**config.mk**
```make
export PLATFORM = sky130hd
export DESIGN_NAME = pc_fetch_if
export DESIGN_NICKNAME = d
export VERILOG_FILES = /design/src/rtl/pc_fetch_if.sv
export SDC_FILE = /design/constraint.sdc
export NUM_CORES = 1
export LEC_CHECK = 0
export ABC_AREA = 1
export BUFFER_PORTS_ARGS = -buffer_cell sky130_fd_sc_hd__buf_4
export CORE_UTILIZATION = 30
export DETAILED_ROUTE_END_ITERATION = 10
export PLACE_DENSITY = 0.48
export SKIP_LAST_GASP = 1
export SYNTH_ARGS = -nofsm -noshare
export SYNTH_HDL_FRONTEND = slang
export SYNTH_SLANG_ARGS = --single-unit
```
**constraint.sdc**
```tcl
create_clock -name clk -period 2.34 [get_ports clk]
set_input_delay 0.234 -clock clk [delete_from_list [all_inputs] [get_ports clk]]
set_output_delay 0.234 -clock clk [all_outputs]
set_load 0.02 [all_outputs]
```
**src/rtl/pc_fetch_if.sv**
```systemverilog
// ---------------------------------------------------------------------------
// pc_fetch_if
//
// IF-stage fetch unit. Owns the architectural PC, issues instruction-memory
// reads one at a time, and loads the IF/ID register {instr, pc4, if_valid}
// that feeds decode. It consumes the EX-stage redirect (pc_src, baddr) and
// the hazard-unit stall.
//
// Parameters
//   RESET_PC     PC loaded on reset (word aligned; low bits are forced to 0)
//
// Ports
//   clk          clock, all state updates on posedge
//   rst          synchronous, active-high reset (overrides every other input)
//   pc_src       EX redirect request (taken branch), single-cycle pulse
//   baddr        redirect target; bits [1:0] are ignored
//   stall        hold IF/ID contents and do not advance the PC
//   imem_req     read request, high only while in FETCH
//   imem_addr    read address, always equal to the PC register
//   imem_rvalid  read data valid, exactly one pulse per accepted request
//   imem_rdata   instruction word, qualified by imem_rvalid
//   instr        IF/ID instruction
//   pc4          IF/ID fetched pc + 4
//   if_valid     IF/ID holds a real instruction (0 = bubble)
//   state_dbg    current fetch FSM state (FETCH=0, WAIT=1, HOLD=2, DRAIN=3)
//
// Memory handshake:
//   The memory accepts every request; there is no ready signal. imem_req is
//   high for exactly one cycle (FETCH always advances), which launches one
//   read of imem_addr. The memory answers with a single imem_rvalid pulse,
//   with imem_rdata valid in that cycle, at least one cycle later. Because
//   no new request is issued until the response has been seen, at most one
//   read is ever in flight.
// ---------------------------------------------------------------------------
module pc_fetch_if #(
  parameter logic [31:0] RESET_PC = 32'h0000_0000
) (
  input  logic        clk,
  input  logic        rst,
  input  logic        pc_src,
  input  logic [31:0] baddr,
  input  logic        stall,
  output logic        imem_req,
  output logic [31:0] imem_addr,
  input  logic        imem_rvalid,
  input  logic [31:0] imem_rdata,
  output logic [31:0] instr,
  output logic [31:0] pc4,
  output logic        if_valid,
  output logic [1:0]  state_dbg
);

  typedef enum logic [1:0] {
    ST_FETCH = 2'd0,  // request issued this cycle
    ST_WAIT  = 2'd1,  // waiting for the response to our request
    ST_HOLD  = 2'd2,  // response parked in the skid buffer behind a stall
    ST_DRAIN = 2'd3   // waiting for a response that a redirect made stale
  } state_t;

  state_t      state;
  logic [31:0] pc;

  // The skid buffer holds a word only while in HOLD, so the state itself
  // doubles as the buffer's occupancy flag.
  logic [31:0] skid_data;

  logic [31:0] pc_plus4;
  logic [31:0] redirect_pc;

  // Wraps modulo 2^32, so 0xFFFF_FFFC steps to 0.
  assign pc_plus4    = pc + 32'd4;
  // Masking (rather than slicing) keeps the PC word aligned whatever the
  // low bits of the branch target are.
  assign redirect_pc = baddr & 32'hFFFF_FFFC;

  assign imem_req  = (state == ST_FETCH);
  assign imem_addr = pc;
  assign state_dbg = state;

  always_ff @(posedge clk) begin
    if (rst) begin
      pc        <= RESET_PC & 32'hFFFF_FFFC;
      state     <= ST_FETCH;
      instr     <= 32'd0;
      pc4       <= 32'd0;
      if_valid  <= 1'b0;
      skid_data <= 32'd0;
    end else if (pc_src) begin
      // A redirect beats both stall and any response arriving this cycle:
      // the fetched path is wrong, so flush IF/ID and restart at the target.
      pc       <= redirect_pc;
      instr    <= 32'd0;
      if_valid <= 1'b0;
      case (state)
        // The request issued this cycle is still outstanding.
        ST_FETCH: state <= ST_DRAIN;
        // A response arriving now is the one we were waiting for; dropping
        // it leaves nothing in flight. Otherwise it must still be drained.
        ST_WAIT:  state <= imem_rvalid ? ST_FETCH : ST_DRAIN;
        // Buffered word is simply abandoned.
        ST_HOLD:  state <= ST_FETCH;
        // Keep draining; if the stale response lands in this same cycle it
        // is consumed here, otherwise DRAIN would wait forever.
        ST_DRAIN: state <= imem_rvalid ? ST_FETCH : ST_DRAIN;
        default:  state <= ST_FETCH;
      endcase
    end else begin
      case (state)
        ST_FETCH: begin
          // Any rvalid here cannot belong to us; nothing is in flight yet.
          state <= ST_WAIT;
          if (!stall) if_valid <= 1'b0;
        end

        ST_WAIT: begin
          if (imem_rvalid) begin
            if (stall) begin
              // Decode cannot take it yet: park the word and keep IF/ID.
              skid_data <= imem_rdata;
              state     <= ST_HOLD;
            end else begin
              instr    <= imem_rdata;
              pc4      <= pc_plus4;
              if_valid <= 1'b1;
              pc       <= pc_plus4;
              state    <= ST_FETCH;
            end
          end else if (!stall) begin
            if_valid <= 1'b0;
          end
        end

        ST_HOLD: begin
          // PC still points at the buffered word, so pc + 4 is its pc4.
          if (!stall) begin
            instr    <= skid_data;
            pc4      <= pc_plus4;
            if_valid <= 1'b1;
            pc       <= pc_plus4;
            state    <= ST_FETCH;
          end
        end

        ST_DRAIN: begin
          // The stale word is dropped; PC already holds the redirect target.
          if (imem_rvalid) state <= ST_FETCH;
          if (!stall) if_valid <= 1'b0;
        end

        default: begin
          state <= ST_FETCH;
        end
      endcase
    end
  end

endmodule

```
; Word level (Yosys, flattened, before mapping)
; Index checks and enable logic that the tools add are counted.
[totals]
regBits = 131
input_bits = 69
output_inout_bits = 100
elab_cells = 53
[classes]
addsub = 1
eq_ne = 9
muxes = 23
bitwise = 1
reduce_logical = 12
[ops]
columns = cell, n
row1 = 32-bit 2-to-1 mux, 8
row2 = 32-bit one-hot mux with 2 select lines, 3
row3 = "32-bit by 3-bit adder with 32-bit output, second input constant", 1
row4 = 2-bit 2-to-1 mux, 6
row5 = "3-bit != test, second input constant", 3
row6 = 2-bit one-hot mux with 4 select lines, 1
row7 = 4-bit AND reduction, 2
row8 = "2-bit != test, second input constant", 3
row9 = 2-bit one-hot mux with 3 select lines, 1
row10 = 3-bit AND reduction, 2
row11 = 2-bit OR reduction, 3
row12 = "2-bit == test, second input constant", 2
row13 = 2-bit AND reduction, 2
row14 = 1-bit 2-to-1 mux, 3
row15 = 1-bit one-hot mux with 3 select lines, 1
row16 = 3-bit nonzero test, 1
row17 = "2-bit by 1-bit == test with 1-bit output, second input constant", 1
row18 = 2-bit zero test, 1
row19 = 2-bit nonzero test, 1
row20 = 1-bit NOT, 1

; Longest topological paths before layout
; Gate-level depths: netlist (run 1).
[logic_depth]
ltp_word = 5
ltp_mapped = 11
mapped_depth_nobuf = 10

; Worst setup path before layout (run 1)
; Ideal clock, no wire load.
[synth_path]
kind = register to register
from = register state[1], in the netlist state_dbg[1]
to = register pc[14], in the netlist imem_addr[14]
setup_time_ps = 109
arrival_ps = 1708
required_ps = 2231
slack_ps = 523
stages_incl_launch_ff = 11
n_path_buf = 2
synth_period_minus_slack_ps = 1817
path_cell_list = dfxtp_1 > inv_1 > ha_1 > o21ai_2 > nand2_2 > nor2_4 > buf_6 > buf_4 > nand3_1 > nand2_1 > inv_1
[synth_via]
elab_chain_cells = 3
word_cells_on_any_way = 7
cone_classes = 3 x eq/ne / 2 x mux / 2 x reduce/logical
[synth_lines]
columns = item, line
row1 = from (decl), 60  ; state_t state;
row2 = from (signal assigned), 99  ; ST_WAIT: state <= imem_rvalid ? ST_FETCH : ST_DRAIN;
row3 = from (signal assigned), 104  ; ST_DRAIN: state <= imem_rvalid ? ST_FETCH : ST_DRAIN;
row4 = 2-bit == test or 2-bit by 1-bit == test with 1-bit output (tied branches), 108  ; case (state)
row5 = 32-bit one-hot mux with 2 select lines (tied with other cells), 108
row6 = 32-bit 2-to-1 mux or 2-bit AND reduction (tied branches), --
row7 = to (signal assigned), 82  ; pc <= RESET_PC & 32'hFFFF_FFFC;
row8 = to (signal assigned), 91  ; pc <= redirect_pc;
row9 = to (signal assigned), 125  ; pc <= pc_plus4;
row10 = to (decl), 61  ; logic [31:0] pc;
; Parallel ways exist; a longest one is shown, timed or not.
; A chain may end at the register's enable or synchronous reset.

; Final worst setup path (run 1)
[layout_path]
from = register state[1], in the netlist state_dbg[1]
to = register pc4[5]
[layout_via]
elab_chain_cells = 3
word_cells_on_any_way = 6
cone_classes = 3 x eq/ne / 1 x mux / 2 x reduce/logical
[layout_lines]
columns = item, line
row1 = 2-bit by 1-bit == test with 1-bit output or 2-bit == test (tied branches), 108
row2 = 2-bit != test (no source line) or 2-bit nonzero test (tied branches), --
row3 = 3-bit AND reduction (no source line), --
row4 = to (signal assigned), 123  ; pc4 <= pc_plus4;
row5 = to (signal assigned), 137  ; pc4 <= pc_plus4;
row6 = to (decl), 48  ; output logic [31:0] pc4,
; Parallel ways exist; a longest one is shown, timed or not.

==> results of run 1 <==
## per-layer routing
layer  wire, um  vias up  track usage  share of wire
li1           -     3076            -              -
met1       8470     2673        0.241           0.45
met2       8900      161        0.310           0.47
met3       1370       10       0.0680          0.072
met4        149        0       0.0487         0.0079
met5          0        -            0              0
## power by group
| group | internal, mW | leakage (nW) | switching [mW] |
|---|---|---|---|
| registers | 2.29 | 1.04 | 0.115 |
| logic | 0.389 | 2.34 | 0.594 |
| clock network | 1.39 | 0.260 | 1.06 |
| total | 4.07 | 3.64 | 1.77 |
## cell usage after synthesis (all sizes together)
cell and instances:
a31oi 25, nand2 184, dfxtp 127, nor3b 2, o21ai 113, o221ai 1
buf 27, clkbuf 20, a211oi 1, a21oi 38, a21boi 1, o211ai 8
ha 7, inv 82, or2 2, o211a 2, nor2b 1, xnor2 3
nand3 35, xor2 2, and2 3, nor2 177, clkinv 1, nor3 3
conb 1
## kinds of logic (layout without fill, tap and decap cells)
family / after synthesis / in the layout
adder cells (fa/ha/maj): 7 / 7
other: 1 / 4
flip-flops: 127 / 127
buffers and inverters: 130 / 293
AND/OR/NAND/NOR: 407 / 407
XOR/XNOR: 5 / 5
AO/OA/AOI/OAI: 189 / 189
## worst max-delay path: stages (launching register included)
cell and delay [ps]:
dfxtp_1 400, inv_1 130, ha_1 250, o21ai_2 200, nand2_2 170, nor2_4 150, buf_4 260, inv_1 160
nor2_1 160, nor2_1 60
## flip-flops by register name, indices dropped and copies added, names as in the netlist, named ones only
register   flops
instr         32
imem_addr     30
pc4           30
skid_data     32
state_dbg      2
## final cells by class
type                            instances  area [um2]  share of cell area
Clock buffer                           18         439              0.0555
Clock inverter                         14         110              0.0139
Inverter                               83         312              0.0393
Multi-Input combinational cell        612        2800               0.354
Sequential cell                       127        2540               0.321
Tap cell                              260         325              0.0411
Timing Repair Buffer                  178        1390               0.175
## metrics by stage
step           instance area [um2]  instances
2_1_floorplan                 5890        869
3_3_place_gp                  7370       1260
3_5_place_dp                  7370       1260
4_1_cts                       7920       1292
5_1_grt                       7920       1292
6_report                      7920       1292
## path summary, 6_finish.rpt
check                                  start                    endpoint  slack, ps  cells past startpoint
setup reg to reg   state_dbg[1]$_SDFFE_PP0P_         pc4[5]$_SDFFE_PP0P_        300                      9
hold / removal                imem_rdata[22]  skid_data[22]$_SDFFE_PP0P_         40                      3
hold reg to reg   skid_data[10]$_SDFFE_PP0P_      instr[10]$_SDFFE_PP0P_        470                      2
setup / recovery   state_dbg[1]$_SDFFE_PP0P_         pc4[5]$_SDFFE_PP0P_        300                      9
==> impl_results.md, run 1 <==
- Simple logic cell fraction of the synthesized area: 0.277
- Design Power: slightly below 6 mW
- Synth Area per Inst: about 6.8 um2
- Clock transition at path regs: 60 ps
- Share of layout cells above drive strength 1: 0.220
- N_diodes: 0
- First-pass GRT wire length: between 20 and 30 mm
- Row cnt: 50
- Endpoints failing setup: 0
- Setup CP Type: reg -> reg
- Post-route clock period utilization: 0.871
- Htree depth: 4
- CTS tree: yes
- XOR/XNOR Fraction of Synth Area: 0.00745
- Setup WS pre-CTS: between 200 and 300 ps
- Peak supply drop: a little over 0.5 mV
- P_leak: 3.64 nW
- Register area share after synthesis: 0.433
- CP Launch Type: flip-flop
- CORE AREA: between 15000 and 20000 um2
- CTS buffer count: 17
- Placed wire-length estimate: ~13 mm
- Util after Layout: 0.418
- Most common cell after layout, fill and taps aside: nand2_1
- Initial Util: 0.310
- Worst Skew: between 9 and 10 ps
- I/O pin cnt: approximately 170
- Wirelength, routed: 18.9 mm
- Fill cells: roughly 2.1k
- Mapped cell area: slightly below 6000 um2
- Main combinational cell family by area after synthesis: simple AND/OR/NAND/NOR gates
- Worst-path maximum fanout: 17
- Number of DRC markers in iteration 0: around 400
- DRC: 0
- Most frequent cells in the layout: nand2_1 (182), buf_4 (174), nor2_1 (171)
- Library cells used by synthesis: 33
- Post-CTS Setup Inserts: 0
- Setup TNS: 0 ps
- Number of synthesized register bits: 127
- Max cap viols: 0
- RSZ-0062 raised after global routing: false
- Initial antenna violation count: 0
- CTS Hold Buffers Added: 0
- Die height: 142 um
- Power density cells: 738 nW/um2
- Time the worst path needs with I/O delays and setup: roughly 2000 ps
- IO buf count: 162
- Mapped Cells: a little under 900
- Critical Path Sink Type: flip-flop
- GPL Wtd Cong: 0.805
- Post-synthesis compound-gate area fraction: 0.174
- Die X: 142 um
- Area Overhead vs Synth: 34.7%
- Status: finished, final reports clean
- Pin count of the biggest net entering global routing: 60
- Synth top area share: 0.433
- Fin. Hold Viols: 0
- Die Area: ~20000 um2
- Worst skew pair latency: 420 ps
- Max-slew violation count: 0
- Final WS setup: roughly 300 ps
- Critical Path RT: 2650 ps
- Clk root buf: clkbuf_16
- Proportion of synthesized area in mux cells: 0
- Via count: approximately 5.9k
- Adder-cell share of the synthesized area: 0.0149
- Clock Path Buffers: 2
- Via density per instance: 4.58
- CTS sink cnt: around 130
- Cell taking the most area after synthesis: dfxtp_1
- Final #Nets: around 1.1k
- Hold crit path type: in -> reg
- Total track usage: 0.191
- Antenna Nets Post-Route: 0
- Hold_ws: about 41 ps
- Fmax: around 500 MHz
- Yosys Warn Count: 0
- Critical path data arrival time: 2350 ps
- Wire per inst: around 15 um
- Post-CTS Resized: 0
- Synth area leaders: dfxtp_1 (43%), nand2_1 (12%), nor2_1 (11%)
- Overflow after GRT: 0
- DRT Pass-1 Iters: 5
- Vias in the first global route: about 5.5k
(Power assumes the default switching activity.)
==> inputs of run 2 (changes only) <==
Settings changed: CORE_MARGIN from default to 1.5.
Clock period 2.34 ns to 2.5 ns, I/O delays scaled along.
==> run 2 against run 1 <==
  * Via count fell by 0.98%
  * Global-route usage shrank 0.24 points
  * Register-to-register slack better by 160 ps
  * Routed wire length is 0.33% higher
  * Clock power rose by 5%
  * Worst setup slack gained 160 ps
==> impl_results.md, run 2 (same netlist as run 1, synthesis figures left out) <==
- Area Overhead vs Synth: 35.1%
- IO buf count: 162 (unchanged)
- Clock transition at path regs: 60 ps (about the same)
- Total track usage: 0.189 (-0.00242)
- CP cell instances: inv_1 -> ha_1 -> o21ai_2 -> nand2_2 -> nor2_4 -> buf_12 -> inv_1 -> nor2_1 -> nor2_1
- Die X: 143 um (+0.70%)
- Hold_ws: 52.1 ps (+10.7 ps)
- Max-slew violation count: 0 (unchanged)
- Row cnt: 51 (+2.0%)
- CTS sink cnt: 127 (unchanged)
- Clock power frac: 0.449 (+0.028)
- Largest regs: instr x32, skid_data x32
- Setup TNS: 0 ps (unchanged)
- Initial antenna violation count: 0 (unchanged)
- Critical path data arrival time: 2350 ps (about the same)
- Most frequent cells in the layout: nand2_1 (182), buf_4 (171), nor2_1 (170)
- CORE AREA: 19300 um2 (+2.0%)
- Post-route clock period utilization: 0.814 (-0.0572)
- Wire per inst: 14.7 um (+0.33%)
- Crit path buffers/inverters: 3 (unchanged)
- Final #Nets: 1091 (-0.37%)
- Max cap viols: 0 (unchanged)
- RSZ-0062 raised after global routing: false
- Fmax: 491 MHz (+0.17%)
- Critical Path Slowest Stage Cell: dfxtp_1
- Worst skew pair latency: 430 ps (about the same)
- Die height: 143 um (+0.70%)
- CTS Hold Buffers Added: 0 (unchanged)
- Post-CTS Resized: 0 (unchanged)
- DRT Pass-1 Iters: 4 (-1)
- P_leak: 3.63 nW (-0.13%)
- Hold crit path type: in -> reg
- CP top delay family: buffers and inverters
- Critical Path Sink Type: flip-flop
- Vias in the first global route: 5491 (-0.22%)
- CTS tree: yes
- Placed wire-length estimate: 13.0 mm (-0.93%)
- Overflow after GRT: 0 (unchanged)
- Antenna Nets Post-Route: 0 (unchanged)
- DRC: 0 (unchanged)
- Time the worst path needs with I/O delays and setup: 2040 ps (-3.51 ps)
- Critical Path RT: 2820 ps (+170 ps)
- R2R setup slack: 460 ps (+160 ps)
- DP Cell Count: 1261 (+0.079%)
- Htree depth: 4 (unchanged)
- GPL Wtd Cong: 0.816 (+1.3%)
- Gate power share: 0.157 (-0.011)
- Design Power: 5.73 mW (-1.9%)
- Clk root buf: clkbuf_16
- Fill cells: 2085 (+1.1%)
- Fin. Hold Viols: 0 (unchanged)
- Number of DRC markers in iteration 0: 241 (-39%)
- N_diodes: 0 (unchanged)
- Endpoints failing setup: 0 (unchanged)
- Flop pwr share: 0.394 (-0.017)
- Initial Util: 0.304 (-0.00608)
- CTS buffer count: 17 (unchanged)
- Worst-path maximum fanout: 57 (+40)
- Power density cells: 722 nW/um2 (-2.2%)
- Post-CTS Setup Inserts: 0 (unchanged)
- Die Area: 20400 um2 (+1.4%)
- Via count: 5862 (-0.98%)
- Most common cell after layout, fill and taps aside: nand2_1
- First-pass GRT wire length: 29.7 mm (+0.54%)
- Status: finished, final reports clean
- I/O pin cnt: 169 (unchanged)
- Net Sw Power: 1.65 mW (-7.1%)
- Int Power: 4.09 mW (+0.33%)
- Net switching fraction of the power: 0.287 (-0.0159)
- Share of layout cells above drive strength 1: 0.217 (-0.00282)
- Pin count of the biggest net entering global routing: 60 (unchanged)
- CP max stage delay: 390 ps (about the same)
- Worst Skew: 15.3 ps (+5.81 ps)
- CP Launch Type: flip-flop
- Final Instance Count excl. Fillers: 1292 (unchanged)
- Peak supply drop: 0.496 mV (-3.6%)
- Wirelength, routed: 18.9 mm (+0.33%)
- Via density per instance: 4.54 (-0.98%)
- Clock Path Buffers: 2 (unchanged)
- Setup CP Type: reg -> reg
==> run 2: cell count changes in the layout (fill, tap and decap cells not counted), sizes merged <==
cell / previous run / this run
buf: 178 / 174
clkinvlp: 4 / 5
bufinv: 0 / 3
inv: 86 / 84
clkinv: 7 / 4
==> run 2: through the flow <==
stage | setup WS, ps | cell area, um2 | utilization
after floorplan | 683 | 5890 | -
after global placement | 417 | 7330 | 0.379
after detailed placement | 415 | 7330 | 0.379
after CTS | 411 | 7940 | 0.411
after global routing | 214 | 7940 | 0.411
final | 465 | 7940 | 0.411
==> run 2: power groups by stage <==
stage | clock [mW] | sequential, mW | combinational, mW
after global placement | 0 | 2.30 | 0.908
after global routing | 2.72 | 2.27 | 1.01
after floorplan | 0 | 2.39 | 0.416
after CTS | 2.64 | 2.26 | 0.915
final | 2.58 | 2.26 | 0.901
after detailed placement | 0 | 2.30 | 0.911
==> run 2: per-layer routing <==
layer / GRT usage / vias to the layer above / part of all wire
li1: - / 3060 / -
met1: 0.249 / 2656 / 0.47
met2: 0.297 / 132 / 0.46
met3: 0.0620 / 14 / 0.062
met4: 0.0472 / 0 / 0.0089
met5: 0 / - / 0
==> run 2: final cells by class <==
| cell class | count | area (um2) | area share |
|---|---|---|---|
| Multi-Input combinational cell | 612 | 2810 | 0.353 |
| Sequential cell | 127 | 2540 | 0.320 |
| Timing Repair Buffer | 174 | 1340 | 0.169 |
| Clock buffer | 18 | 439 | 0.0553 |
| Tap cell | 265 | 332 | 0.0418 |
| Inverter | 83 | 312 | 0.0392 |
| Clock inverter | 13 | 164 | 0.0206 |
==> run 2: path summary, 6_finish.rpt <==
| path | start | end | depth (start not counted) |
|---|---|---|---|
| worst max-delay path | state_dbg[1]$_SDFFE_PP0P_ | pc4[6]$_SDFFE_PP0P_ | 9 |
| worst min register to register | pc4[4]$_SDFFE_PP0P_ | pc4[4]$_SDFFE_PP0P_ | 2 |
| worst min-delay path | imem_rdata[20] | skid_data[20]$_SDFFE_PP0P_ | 3 |
| worst max register to register | state_dbg[1]$_SDFFE_PP0P_ | pc4[6]$_SDFFE_PP0P_ | 9 |
==> run 2: worst reg2reg max path: cells and delay by family, from the launching register on <==
kind	cells	cell delay, ps
simple gates	4	540
fa+ha+maj	1	250
flops	1	390
compound gates	1	190
buf+inv	3	570
==> inputs of run 3 (changes only) <==
Clock period 2.5 ns to 1.9 ns, I/O delays scaled along.
==> run 3 against run 2 <==
  * Non-clock buffer count rose by 43
  * Clock skew shrank 4.6 ps
  * Cell count up 3.4%
  * Combinational power grew 50%
  * Global-route usage is essentially flat
  * Critical path type unchanged
==> impl_results.md, run 3 (same netlist as run 1, synthesis figures left out) <==
- Status: finished, final reports clean
- Via density per instance: 4.54 (about the same)
- Die height: 143 um (unchanged)
- Largest regs: instr x32, skid_data x32
- DRT Pass-1 Iters: 4 (unchanged)
- Pin count of the biggest net entering global routing: 45 (-25%)
- Max-slew violation count: 0 (unchanged)
- FF-to-FF path depth: 11 (+2)
- CTS buffer count: 17 (unchanged)
- Share of layout cells above drive strength 1: 0.239 (+0.0219)
- DP Area: 7480 um2 (+1.9%)
- Time the worst path needs with I/O delays and setup: 1750 ps (-283 ps)
- WP depth: 11 (+2)
- Via count: 6066 (+3.5%)
- Critical path data arrival time: 2080 ps (-270 ps)
- Overflow after GRT: 0 (unchanged)
- CP Launch Type: flip-flop
- P_leak: 3.87 nW (+6.5%)
- N_diodes: 0 (unchanged)
- Most common cell after layout, fill and taps aside: buf_4
- Antenna Nets Post-Route: 0 (unchanged)
- Worst path most repeated cell: nand2_1
- Hold path cells: 3 (unchanged)
- Worst Hold End: skid_data[16]$_SDFFE_PP0P_
- GPL Wtd Cong: 0.837 (+2.6%)
- Peak supply drop: 0.678 mV (+37%)
- Total track usage: 0.189 (about the same)
- Critical R2R Capture: pc4[14]$_SDFFE_PP0P_
- Setup CP Type: reg -> reg
- Initial Util: 0.304 (unchanged)
- Setup WS pre-CTS: 58.2 ps (-357 ps)
- Final WS setup: 148 ps (-317 ps)
- DRC: 0 (unchanged)
- Power density cells: 909 nW/um2 (+26%)
- CORE AREA: 19300 um2 (unchanged)
- Number of DRC markers in iteration 0: 328 (+36%)
- Hold crit path type: in -> reg
- I/O pin cnt: 169 (unchanged)
- Final #Nets: 1134 (+3.9%)
- Worst skew pair latency: 430 ps (about the same)
- Wirelength, routed: 19.7 mm (+3.8%)
- Critical Path Slowest Stage Cell: dfxtp_2
- Worst Skew: 10.8 ps (-4.58 ps)
- Die X: 143 um (unchanged)
- Die Area: 20400 um2 (unchanged)
- Fmax: 571 MHz (+16%)
- R2R setup slack: 150 ps (-320 ps)
- Row cnt: 51 (unchanged)
- First-pass GRT wire length: 29.8 mm (+0.16%)
- CP top delay family: simple AND/OR/NAND/NOR gates
- Endpoints failing setup: 0 (unchanged)
- Clk root buf: clkbuf_16
- Hold_ws: 12.5 ps (-39.6 ps)
- FF-to-FF Start: state_dbg[1]$_SDFFE_PP0P_
- Crit path buffers/inverters: 4 (+1)
- Fill cells: 2087 (+0.096%)
- CP max stage delay: 350 ps (-40 ps)
- Hold path startpoint: imem_rdata[16]
- Critical Path RT: 2230 ps (-590 ps)
- Cell area after layout: 8440 um2 (+6.4%)
- CTS sink cnt: 127 (unchanged)
- Vias in the first global route: 5659 (+3.1%)
- CP cell instances: inv_2 -> ha_4 -> nand2_1 -> o21ai_4 -> nand2_2 -> nor2_4 -> buf_12 -> clkbuf_16 -> nand3_1 -> nand2_1 -> inv_1
- Initial antenna violation count: 0 (unchanged)
- Worst-path maximum fanout: 11 (-81%)
- Wire per inst: 14.7 um (+0.37%)
- RSZ-0062 raised after global routing: true
- Fin. Hold Viols: 0 (unchanged)
- Max cap viols: 0 (unchanged)
- Clock Path Buffers: 2 (unchanged)
- Post-route clock period utilization: 0.922 (+0.108)
- Critical Path Sink Type: flip-flop
- IO buf count: 162 (unchanged)
- Htree depth: 4 (unchanged)
- Most frequent cells in the layout: buf_4 (186), nand2_1 (182), nor2_1 (167)
- Clock transition at path regs: 60 ps (about the same)
- Placed wire-length estimate: 13.4 mm (+2.5%)
- CTS tree: yes
- Area Overhead vs Synth: 43.6%
-- run 3: changes by cell type in the layout (fill, tap and decap cells not counted), moves of 3 or more --
cell and delta:
dlygate4sd3_1 +21, inv_1 -3, nor2_1 -3, inv_6 +4, buf_12 +4, buf_4 +15
clkinvlp_4 -3
-- run 3: worst min-delay path: stages --
cell	delay (ps)
buf_4	90
nor2_1	40
nor2_1	80
-- run 3: worst max-delay path by stage --
stage	from	endpoint	slack, ps
floorplan	state_dbg[1]$_SDFFE_PP0P_	imem_addr[14]$_SDFFE_PP0P_	80
global placement	state_dbg[1]$_SDFFE_PP0P_	imem_addr[23]$_SDFFE_PP0P_	70
detailed placement	state_dbg[1]$_SDFFE_PP0P_	imem_addr[27]$_SDFFE_PP0P_	60
CTS	state_dbg[1]$_SDFFE_PP0P_	imem_addr[27]$_SDFFE_PP0P_	40
global route	imem_addr[3]$_SDFFE_PP0P_	pc4[20]$_SDFFE_PP0P_	-5
finish	state_dbg[1]$_SDFFE_PP0P_	pc4[14]$_SDFFE_PP0P_	150
-- run 3: layout make-up --
cell class,count,area (um2),share of cell area
clock buffer,17,425,0.0504
tap,265,332,0.0393
inverter,83,318,0.0376
timing repair buffer,217,1810,0.214
multi-input combinational,612,2840,0.336
clock inverter,15,174,0.0206
sequential,127,2540,0.301
-- run 3: what timing repair did --
item / 4_1_cts / 5_1_grt
hold buffers: 21 / 0
setup buffers: 0 / 5
gates resized for setup: 0 / 14
hold endpoints to repair: 21 / 0
setup endpoints to repair: 0 / 76
-- run 3: routing by layer --
layer  vias to the layer above  global-route usage  share of wire
li1                       3152                   -              -
met4                         0              0.0700          0.017
met2                       138               0.299           0.46
met1                      2751               0.247           0.46
met3                        25              0.0486          0.061
met5                         -                   0              0
-- run 3: stage by stage --
stage	power, mW	instances	TNS (ps)	utilization
after floorplan	3.69	869	0	-
after global placement	4.28	1275	0	0.387
after detailed placement	4.28	1275	0	0.387
after CTS	7.69	1328	0	0.429
after global routing	8.01	1336	-10.7	0.437
final	7.67	1336	0	0.437
-- run 3: where the power goes --
group / switching [mW] / total [mW] / internal, mW / leakage [nW]
Sequential: 0.139 / 2.96 / 2.82 / 1.04
Clock: 1.38 / 3.36 / 1.98 / 0.293
Combinational: 0.779 / 1.35 / 0.572 / 2.54
Total: 2.30 / 7.67 / 5.37 / 3.87
